**config.mk**
```make
export PLATFORM = sky130hd
export DESIGN_NAME = control_sequencer
export DESIGN_NICKNAME = d
export VERILOG_FILES = /design/src/rtl/cu_pkg.sv /design/src/rtl/cs_decode.sv /design/src/rtl/control_sequencer.sv
export SDC_FILE = /design/constraint.sdc
export NUM_CORES = 1
export LEC_CHECK = 0
export ABC_AREA = 1
export CAP_MARGIN = 10
export CORE_MARGIN = 4
export CORE_UTILIZATION = 37
export CTS_CLUSTER_DIAMETER = 100
export DETAILED_ROUTE_END_ITERATION = 16
export PLACE_DENSITY = 0.86
export SLEW_MARGIN = 20
export SYNTH_ARGS = -nofsm -noshare
export SYNTH_HDL_FRONTEND = slang
export SYNTH_SLANG_ARGS = --single-unit
```
**constraint.sdc**
```tcl
create_clock -name CLK -period 1.7 [get_ports CLK]
set_clock_uncertainty 0.2 [all_clocks]
set_input_delay 0.34 -clock CLK [delete_from_list [all_inputs] [get_ports CLK]]
set_output_delay 0.34 -clock CLK [all_outputs]
set_load 0.05 [all_outputs]
```
**src/rtl/cu_pkg.sv**
```systemverilog
// Shared control-unit definitions: control-word bit indices (also used by the
// ALU), opcode values and the sequencer state encoding.
package cu_pkg;

  localparam int CS_W = 27;

  // Control-word bit indices
  localparam int ADD_B     = 0;
  localparam int COMP_B    = 1;
  localparam int SUB_B     = 2;
  localparam int XORR_B    = 3;
  localparam int ANDD_B    = 4;
  localparam int ORR_B     = 5;
  localparam int ACC_IN_B  = 6;
  localparam int ACC_OUT_B = 7;
  localparam int PC_OUT_B  = 8;
  localparam int PC_INC_B  = 9;
  localparam int MAR_IN_B  = 10;
  localparam int MEM_RD_B  = 11;
  localparam int MDR_OUT_B = 12;
  localparam int IR_IN_B   = 13;
  localparam int FLAG_IN_B = 14;
  localparam int Z_OUT_B   = 25;

  // Opcodes (ir[7:4])
  localparam logic [3:0] OP_NOP = 4'h0;
  localparam logic [3:0] OP_ADD = 4'h1;
  localparam logic [3:0] OP_SUB = 4'h2;
  localparam logic [3:0] OP_CMP = 4'h3;
  localparam logic [3:0] OP_XOR = 4'h4;
  localparam logic [3:0] OP_AND = 4'h5;
  localparam logic [3:0] OP_OR  = 4'h6;
  localparam logic [3:0] OP_LDI = 4'h7;
  localparam logic [3:0] OP_HLT = 4'hF;

  // ST_SPARE is never entered; it falls back to F0.
  typedef enum logic [2:0] {
    ST_F0, ST_F1, ST_DC, ST_OA, ST_OR, ST_WB, ST_HALT, ST_SPARE
  } state_t;

  function automatic logic is_alu(input logic [3:0] op);
    return (op >= OP_ADD) && (op <= OP_OR);
  endfunction

  function automatic logic is_illegal(input logic [3:0] op);
    return (op >= 4'h8) && (op <= 4'hE);
  endfunction

endpackage

```
**src/rtl/cs_decode.sv**
```systemverilog
// Combinational control-word decoder.
// Ports: state (sequencer state), op (ir[7:4]), mem_rdy (read data valid),
//        cs (control word), illegal (undefined opcode seen in decode).
// mem_rdy only reaches the word in F1 and OR, where it gates the strobes
// that consume the read data.
module cs_decode
  import cu_pkg::*;
#(
  parameter int SZ = CS_W
) (
  input  logic [2:0]    state,
  input  logic [3:0]    op,
  input  logic          mem_rdy,
  output logic [SZ-1:0] cs,
  output logic          illegal
);

  state_t st;
  assign st = state_t'(state);

  always_comb begin
    cs      = '0;
    illegal = 1'b0;
    case (st)
      ST_F0, ST_OA: begin
        cs[PC_OUT_B] = 1'b1;
        cs[MAR_IN_B] = 1'b1;
      end
      ST_F1: begin
        cs[MEM_RD_B] = 1'b1;
        if (mem_rdy) begin
          cs[IR_IN_B]  = 1'b1;
          cs[PC_INC_B] = 1'b1;
        end
      end
      ST_DC: illegal = is_illegal(op);
      ST_OR: begin
        cs[MEM_RD_B] = 1'b1;
        if (mem_rdy) begin
          cs[MDR_OUT_B] = 1'b1;
          cs[PC_INC_B]  = 1'b1;
          case (op)
            OP_LDI: cs[ACC_IN_B] = 1'b1;
            OP_ADD: cs[ADD_B]    = 1'b1;
            OP_SUB: cs[SUB_B]    = 1'b1;
            OP_CMP: cs[COMP_B]   = 1'b1;
            OP_XOR: cs[XORR_B]   = 1'b1;
            OP_AND: cs[ANDD_B]   = 1'b1;
            OP_OR:  cs[ORR_B]    = 1'b1;
            default: ;
          endcase
        end
      end
      ST_WB: begin
        cs[Z_OUT_B] = 1'b1;
        // CMP only updates flags; the other ALU ops write the accumulator.
        if (op == OP_CMP)  cs[FLAG_IN_B] = 1'b1;
        else if (is_alu(op)) cs[ACC_IN_B] = 1'b1;
      end
      default: ;
    endcase
  end

endmodule

```
**src/rtl/control_sequencer.sv**
```systemverilog
// Hardwired fetch/decode/execute sequencer.
// Ports: CLK (rising edge), RST_N (async active-low), ibus (opcode/operand
//        byte), mem_rdy (read data valid), CS_bus (control word), halted
//        (high in HALT), illegal (one-cycle pulse on undefined opcode).
// Holds the state register, ir and halted; the control word comes from
// cs_decode and is forced to zero while reset is asserted.
module control_sequencer
  import cu_pkg::*;
#(
  parameter int SZ = CS_W
) (
  input  logic          CLK,
  input  logic          RST_N,
  input  logic [7:0]    ibus,
  input  logic          mem_rdy,
  output logic [SZ-1:0] CS_bus,
  output logic          halted,
  output logic          illegal
);

  state_t        state;
  logic [7:0]    ir;
  logic [3:0]    op;
  logic [SZ-1:0] cs_raw;
  logic          ill_raw;
  logic          ir_lo_unused;

  assign op           = ir[7:4];
  assign ir_lo_unused = ^ir[3:0];

  always_ff @(posedge CLK or negedge RST_N) begin
    if (!RST_N) begin
      state  <= ST_F0;
      ir     <= '0;
      halted <= 1'b0;
    end else begin
      case (state)
        ST_F0: state <= ST_F1;
        ST_F1: if (mem_rdy) begin
          ir    <= ibus;
          state <= ST_DC;
        end
        ST_DC: begin
          if (is_alu(op) || op == OP_LDI) state <= ST_OA;
          else if (op == OP_HLT) begin
            state  <= ST_HALT;
            halted <= 1'b1;
          end else state <= ST_F0;
        end
        ST_OA: state <= ST_OR;
        ST_OR: if (mem_rdy) state <= (op == OP_LDI) ? ST_F0 : ST_WB;
        ST_WB: state <= ST_F0;
        ST_HALT: state <= ST_HALT;
        default: state <= ST_F0;
      endcase
    end
  end

  cs_decode #(.SZ(SZ)) u_dec (
    .state   (state),
    .op      (op),
    .mem_rdy (mem_rdy),
    .cs      (cs_raw),
    .illegal (ill_raw)
  );

  // Reset parks the FSM in F0, whose word is non-zero; mask it while held.
  assign CS_bus  = RST_N ? cs_raw : '0;
  assign illegal = RST_N & ill_raw;

endmodule

```
# Word level (Yosys, flattened, before mapping)

Index checks and enable logic that the tools add are counted.

Output and inout port bits: 29
Input bits: 11
Register bits after elaboration: 12
Word-level logic and storage cells: 62

Bitwise operators: 2
Magnitude comparators: 4
Mux-type cells: 28
Equal/unequal tests: 16
Reduce and logical (&&, ||, !) cells: 9

Operator list:

| kind               | count |
|---|---|
| $mux 26            | 1 |
| $mux 1             | 18 |
| $pmux 3 s6         | 1 |
| $eq 4x3->1 const B | 4 |
| $mux 3             | 5 |
| $eq 3x3->1 const B | 3 |
| $eq 4x2->1 const B | 2 |
| $mux 7             | 1 |
| $eq 3x2->1 const B | 2 |
| $mux 6             | 1 |
| $eq 4x1->1 const B | 1 |
| $eq 4x4->1 const B | 1 |
| $ge 4x1->1 const B | 1 |
| $ge 4x4->1 const B | 1 |
| $le 4x3->1 const B | 1 |
| $le 4x4->1 const B | 1 |
| $ne 2x2->1 const B | 2 |
| $reduce_and 2->1   | 2 |
| $reduce_or 2->1    | 2 |
| $eq 3x1->1 const B | 1 |
| $logic_not 3->1    | 1 |
| $reduce_and 3->1   | 1 |
| $logic_and 1x1->1  | 2 |
| $pmux 1 s2         | 1 |
| other kinds (3)    | 3 |

# Longest topological paths before layout

Gate-level depths: netlist of the first run.

Word-level depth: 6
Depth in mapped cells: 8

# Modules after synthesis

Synthesis of the first run repeated with hierarchy kept, for this count alone.

Cells, all modules: 177
Area, all modules: 980.9 um2

Modules (own cells, without submodules):

| module            | area an instance (um2) | cells an instance | instances | seq. area each (um2) |
|---|---|---|---|---|
| control_sequencer | 665.6                  | 117               | 1         | 200.2 |
| cs_decode         | 315.3                  | 60                | 1         | 0.0 |

# Worst setup path before layout of the first run

OpenSTA, ideal clock, no wires.

Path kind: flip-flop to output port
From: register state[1]
To: output port CS_bus[9]
Data arrival time: 1.823 ns
Stages on the path, launching flop included: 6
Buffers on the path: 0
Slack: -0.663 ns
Cell sequence: dfrtp_1 inv_1 nand2_2 nor2_4 nor2_1 nor3_1

Longest elaborated chain between the ends: 4
Elaborated cells between the ends (all ways): 5
Classes of those cells: 2 x eq/ne; 2 x mux; 1 x reduce/logical

Ends and longest elaborated chain:

| what                                     | RTL line                | RTL |
|---|---|---|
| start: declaration                       | control_sequencer.sv:21 | `state_t state;` |
| start signal: assignment                 | control_sequencer.sv:51 | `ST_OR: if (mem_rdy) state <= (op == OP_LDI) ? ST_F0 : ST_WB;` |
| $eq 3x1->1 or $eq 3x3->1 (tied branches) | cs_decode.sv:24         | `case (st)` |
| $reduce_or 2->1 (no source line) *       | -                       |  |
| $mux 1 *                                 | -                       |  |
| $mux 26 *                                | control_sequencer.sv:68 | `assign CS_bus = RST_N ? cs_raw : '0;` |
| end: declaration                         | control_sequencer.sv:16 | `output logic [SZ-1:0] CS_bus,` |

Every way passes the cells marked *; elsewhere a longest branch is shown, timed or not.

# Worst setup path after layout of the first run

From: register state[1]
To: output port CS_bus[5]

Longest elaborated chain between the ends: 3

Ends and longest elaborated chain:

| what       | RTL line |
|---|---|
| $eq 3x3->1 | cs_decode.sv:24 |
| $mux 6     | cs_decode.sv:24 |
| $mux 26    | control_sequencer.sv:68 |

No other way between the ends.

==> results of run 1 <==
-- power by group through the flow --
| stage | clock network, mW | logic, mW | registers, mW |
|---|---|---|---|
| final | 0.146 | 1.67 | 0.400 |
| after floorplan | 0 | 0.789 | 0.414 |
| after global routing | 0.161 | 1.76 | 0.412 |
| after CTS | 0.149 | 1.46 | 0.379 |
| after detailed placement | 0 | 1.34 | 0.371 |
| after global placement | 0 | 1.29 | 0.363 |
-- worst paths after layout --
path / slack, ps / endpoint / cells after the start
max: -390 / CS_bus[5] / 8
max in group asynchronous: 710 / ir[4] / 3
min: 170 / halted / 4
min reg2reg: 330 / halted / 2
max reg2reg: 40 / state[0] / 9
min in group CLK: 330 / halted / 2
-- routing by layer --
metal	up-vias	track usage	wire [um]
li1	412	-	-
met1	419	0.206	1030
met5	-	0	0
met2	70	0.369	1520
met4	0	0.118	76
met3	11	0.0350	253
-- synth_stat cells --
cell	n
inv_1	16
nand3_1	7
nor2_1	22
nand4_1	2
nor2_4	1
nand3_2	2
nand2_1	24
a21oi_1	6
dfrtp_1	8
inv_2	2
nand3b_1	1
buf_4	13
conb_1	1
nor3_4	1
nand2_2	2
nor3_1	2
-- worst max-delay path: cells and delay by family, from the launching register on --
family	cells	cell delay, ps
DFF	1	420
and+or+nand+nor	5	530
buffers and inverters	3	340
-- cells by family (layout without fill, tap and decap cells) --
logic type	count (synthesis)	count (layout)	share of synthesized area
compound gates	6	6	0.0431
flops	8	8	0.287
buf+inv	31	68	0.237
other cells	1	12	0.00538
simple gates	64	64	0.427
-- stage by stage --
stage | worst slack (ps) | hold WS [ps] | TNS (ps) | cell area, sq um | instances
5_1_grt | -454 | 183 | -5800 | 1510 | 183
3_5_place_dp | -401 | 324 | -5050 | 1330 | 170
6_report | -390 | 169 | -4920 | 1510 | 183
4_1_cts | -324 | 155 | -4320 | 1460 | 180
3_3_place_gp | -359 | 316 | -4370 | 1330 | 170
2_1_floorplan | -216 | -156 | -1410 | 877 | 121
-- sequential cells by signal (all words and copies together), names as in the netlist --
name and cells:
halted 1, ir 4, state 3
-- layout make-up --
class                           instances  share of cell area
Timing Repair Buffer                   47               0.399
Clock buffer                            3              0.0149
Multi-Input combinational cell         82               0.380
Tap cell                               25              0.0207
Inverter                               18              0.0512
Sequential cell                         8               0.134
-- timing repair --
item                                   CTS  global route
buffers inserted                         7             3
setup endpoints to repair               16            19
resized for setup                       18             9
pin swaps                                7             8
cloned                                   0             0
hold buffers                             1             0
endpoints found under the hold margin    1             0
==> flow_summary.json, run 1 <==
{
  "die_y_um": 51.4,
  "detailroute.via_count": 912,
  "die_w_um": 51.4,
  "rsz0062_at_grt": "yes",
  "vias_per_cell": 4.98,
  "htree_levels": 1,
  "drc": 0,
  "cts_tree": "yes",
  "drive_gt1_frac": 0.506,
  "multiInputGateArea_sq_um": 576,
  "cp_max_fo": 4,
  "clk_path_buf_depth": 2,
  "dieArea_sq_mm": 0.00264,
  "worst_slack_ps": -390,
  "powerDensity_mw_per_mm2": 1460,
  "nets": 171,
  "dp_hpwl_mm": 1.83,
  "ioPinCount": 40,
  "wl_mm": 2.88,
  "power_frac_seq": 0.180,
  "grt_remaining_overflow": 0,
  "maxCapViolCount": 0,
  "dr.pass1.iters": 4,
  "syn_area_per_cell_sq_um": 6.34,
  "p_leak_nw": 0.697,
  "final_cell_mix": "20 x nand2_1, 19 x buf_4, 18 x buf_12",
  "cts_root_buf": "clkbuf_4",
  "status": "finished, violations left",
  "wire_per_inst_um": 15.7,
  "drt_iter0_drc": 30,
  "violations": "setup timing",
  "peakVddDrop_mv": 1.33,
  "slew_viol_final": 0,
  "yosys-top-cells-area": "dfrtp_1 29%, buf_4 14%, nand2_1 13%",
  "ff_latch_area_sq_um": 203,
  "yosysWarnings": 0,
  "power.share.clock": 0.066,
  "portBuffers": 23,
  "crit_required_ps": 1160,
  "min_path_type": "primary input to async pin",
  "p_int_mw": 1.04,
  "path_cells": "inv_2, nand2_4, nor2_4, nand3_4, inv_8, nand2_4, nor2_4, buf_12",
  "clkTransAtPathRegs_ps": 60,
  "cts_buffers": 3,
  "ys_types": 16,
  "worstSetupEndpointType": "output pin",
  "core_sq_mm": 0.00176,
  "cp.arrival_ps": 1550,
  "finalCriticalPeriod_ps": 2090,
  "area_delta_synth_final_pct": 117,
  "synthesis.area_sq_um": 697,
  "p_sw_mw": 1.18,
  "critPathLaunchType": "flop",
  "clk_latency_ps": 260,
  "fin_crit_sh": 1.23,
  "cts_sinks": 8,
  "post-route-util": 0.858,
  "layout_commonest_cell": "nand2_1",
  "n_antenna_cell": 0,
  "setup_violations": 16,
  "fillers": 98,
  "grt_max_degree": 8,
  "ys_seq_area_frac": 0.287,
  "start_util": 0.395,
  "grt.total_usage": 0.200,
  "worstSetupStartpoint": "state[1]",
  "r2r_start": "state[1]",
  "postRouteAntennaNets": 0,
  "worst-setup-path-type": "flop to output pin",
  "power_mw": 2.22,
  "grt_pass1_vias": 864,
  "yosys_register_bits": 8,
  "slowest_delay_ps": 420,
  "synth_top_area_cell": "dfrtp_1",
  "synth_cells": 110,
  "hold_violations": 0,
  "place.gp.congestion": 0.827,
  "crit_slowest_cell": "dfrtp_1",
  "combinationalPowerShare": 0.754,
  "switching_share": 0.533,
  "yosysTopAreaCellShare": 0.287,
  "fp-row-count": 15,
  "fmax_ghz": 0.478,
  "antenna_found_initial": 0,
  "grt_pass1_wl_mm": 3.87
}
Power figures use the tool's default switching activity.
==> inputs of run 2 (changes only) <==
--- a/config.mk
+++ b/config.mk
@@ -6,11 +6,13 @@
 export NUM_CORES = 1
 export LEC_CHECK = 0
 export ABC_AREA = 1
+export ABC_CLOCK_PERIOD_IN_PS = 1700
 export CAP_MARGIN = 10
 export CORE_MARGIN = 4
 export CORE_UTILIZATION = 37
 export CTS_CLUSTER_DIAMETER = 100
 export DETAILED_ROUTE_END_ITERATION = 16
+export GPL_TIMING_DRIVEN = 0
 export PLACE_DENSITY = 0.86
 export SLEW_MARGIN = 20
 export SYNTH_ARGS = -nofsm -noshare
==> run 2 against run 1 <==
Against the previous run:
- the run still ends with setup timing left
- sequential share of layout area is 1.7 points higher
- utilization is 9.4 points lower
- non-clock buffer count is 4 higher
- clock-buffer cell count stayed put
- critical path depth stayed put
- routed wire length is 27% lower
- worst setup slack better by 26 ps
- sequential power is 5.8% lower
- cell count is 2.2% higher
==> flow_summary.json, run 2 (same netlist as run 1, synthesis figures left out) <==
{
  "cts_sinks": 8,
  "largest_reg_flops": 4,
  "drt_iter0_drc": 16,
  "endpoint": "CS_bus[0]",
  "fp-row-count": 15,
  "detailroute.via_count": 830,
  "clk_path_buf_depth": 2,
  "r2r-end": "state[0]",
  "violations": "setup timing",
  "status": "finished, violations left",
  "min_path_type": "flop to flop",
  "htree_levels": 1,
  "use_met3": 0.0292,
  "grt_remaining_overflow": 0,
  "tns_ps": -4770,
  "grt_pass1_vias": 782,
  "power_frac_seq": 0.202,
  "dp_hpwl_mm": 1.45,
  "worstSetupEndpointType": "output pin",
  "worst_slack_ps": -364,
  "fin_crit_sh": 1.21,
  "final_cell_mix": "26 x buf_4, 22 x nand2_1, 13 x inv_1",
  "power.share.clock": 0.075,
  "switching_share": 0.539,
  "dr.pass1.iters": 4,
  "worst-setup-path-type": "flop to output pin",
  "top_usage_layer": "met2",
  "ioPinCount": 40,
  "worst_r2r_path_depth": 9,
  "setup_violations": 17,
  "cts_tree": "yes",
  "antenna_found_initial": 0,
  "powerDensity_mw_per_mm2": 1390,
  "cpLargestDelayFamily": "simple AND/OR/NAND/NOR gates",
  "die_w_um": 51.4,
  "critPathLaunchType": "flop",
  "dieArea_sq_mm": 0.00264,
  "hold_violations": 0,
  "p_int_mw": 0.864,
  "nets": 175,
  "fillers": 132,
  "worstSetupStartpoint": "state[1]",
  "drive_gt1_frac": 0.494,
  "regMostFlops": "ir",
  "cp_max_fo": 3,
  "crit_slowest_cell": "dfrtp_2",
  "r2r_start": "state[1]",
  "drc": 0,
  "layout_commonest_cell": "buf_4",
  "path_depth": 8,
  "path_cells": "inv_2, nand2_4, nor2_4, nand3_4, inv_8, nand3_4, nor2_4, buf_8",
  "postRouteAntennaNets": 0,
  "fmax_ghz": 0.484,
  "combinationalPowerShare": 0.723,
  "wire_per_inst_um": 11.2,
  "crit_required_ps": 1160,
  "worst-path-buf-inv": 3,
  "place_inst": 169,
  "cts_buffers": 3,
  "grt_use_met2": 0.309,
  "reg.largest.list": "ir (4), state (3), halted (1)",
  "layout.cells.non_filler": 187,
  "grt_pass1_wl_mm": 3.28,
  "finalCriticalPeriod_ps": 2060,
  "n_antenna_cell": 0,
  "grt.total_usage": 0.167,
  "post-route-util": 0.764,
  "core_sq_mm": 0.00176,
  "cts_root_buf": "clkbuf_4",
  "p_sw_mw": 1.01,
  "maxCapViolCount": 0,
  "slew_viol_final": 0,
  "globalRouteMet1Util": 0.186,
  "rsz0062_at_grt": "yes",
  "wl_mm": 2.09,
  "clkTransAtPathRegs_ps": 50,
  "area_delta_synth_final_pct": 93.4,
  "start_util": 0.395,
  "clk_latency_ps": 250,
  "die_y_um": 51.4,
  "cp.arrival_ps": 1520,
  "ff2ff_setup_slack_ps": 0,
  "vias_per_cell": 4.44,
  "slowest_delay_ps": 420,
  "peakVddDrop_mv": 0.989,
  "place.gp.congestion": 0.765,
  "p_leak_nw": 0.675,
  "grt_max_degree": 9,
  "portBuffers": 23
}
-- run 2: worst min path at each step --
stage | from | to | slack [ps] | cells after the start
final | halted | halted | 260 | 2
after global placement | halted | halted | 250 | 2
after floorplan | RST_N | halted | -160 | 0
after global routing | halted | halted | 300 | 2
after CTS | halted | halted | 260 | 2
after detailed placement | halted | halted | 260 | 2
-- run 2: metrics by stage --
stage / hold slack [ps] / power, mW / instance area [sq um] / setup WS [ps]
6_report: 264 / 1.87 / 1350 / -364
3_5_place_dp: 258 / 1.44 / 1140 / -1560
2_1_floorplan: -156 / 1.20 / 877 / -216
4_1_cts: 264 / 1.80 / 1310 / -346
3_3_place_gp: 252 / 1.41 / 1140 / -1520
5_1_grt: 302 / 2.02 / 1350 / -470
-- run 2: per-layer routing --
metal	up-vias	share of wire
li1	418	-
met1	379	0.40
met2	31	0.54
met3	2	0.053
met4	0	0.0024
met5	-	0
-- run 2: worst reg2reg max path: stages, from the launching register on --
cell and delay (ps):
dfrtp_2 420, buf_4 150, nor3_4 250, buf_4 170
buf_4 100, nand2_1 60, nand2_1 80, inv_1 50
nand2_1 60, nand2_1 50
-- run 2: power groups by stage --
| stage | registers [mW] | logic, mW | clock network, mW |
|---|---|---|---|
| after floorplan | 0.414 | 0.789 | 0 |
| after global placement | 0.380 | 1.03 | 0 |
| after detailed placement | 0.385 | 1.05 | 0 |
| after CTS | 0.369 | 1.28 | 0.149 |
| after global routing | 0.388 | 1.47 | 0.161 |
| final | 0.377 | 1.35 | 0.141 |
-- run 2: timing repair --
action / 4_1_cts / 5_1_grt
endpoints found under the hold margin: 8 / 0
endpoints found under the setup margin: 17 / 18
pin swaps: 6 / 4
gates resized for setup: 132 / 4
buffers inserted: 11 / 3
hold buffers: 1 / 0
-- run 2: area by class of cell --
| class | count | area [sq um] | area share |
|---|---|---|---|
| Clock buffer | 3 | 22.5 | 0.0167 |
| Tap cell | 25 | 31.3 | 0.0232 |
| Multi-Input combinational cell | 82 | 541 | 0.401 |
| Buffer | 13 | 101 | 0.0752 |
| Sequential cell | 8 | 204 | 0.151 |
| Timing Repair Buffer | 38 | 367 | 0.272 |
| Inverter | 18 | 81.3 | 0.0604 |
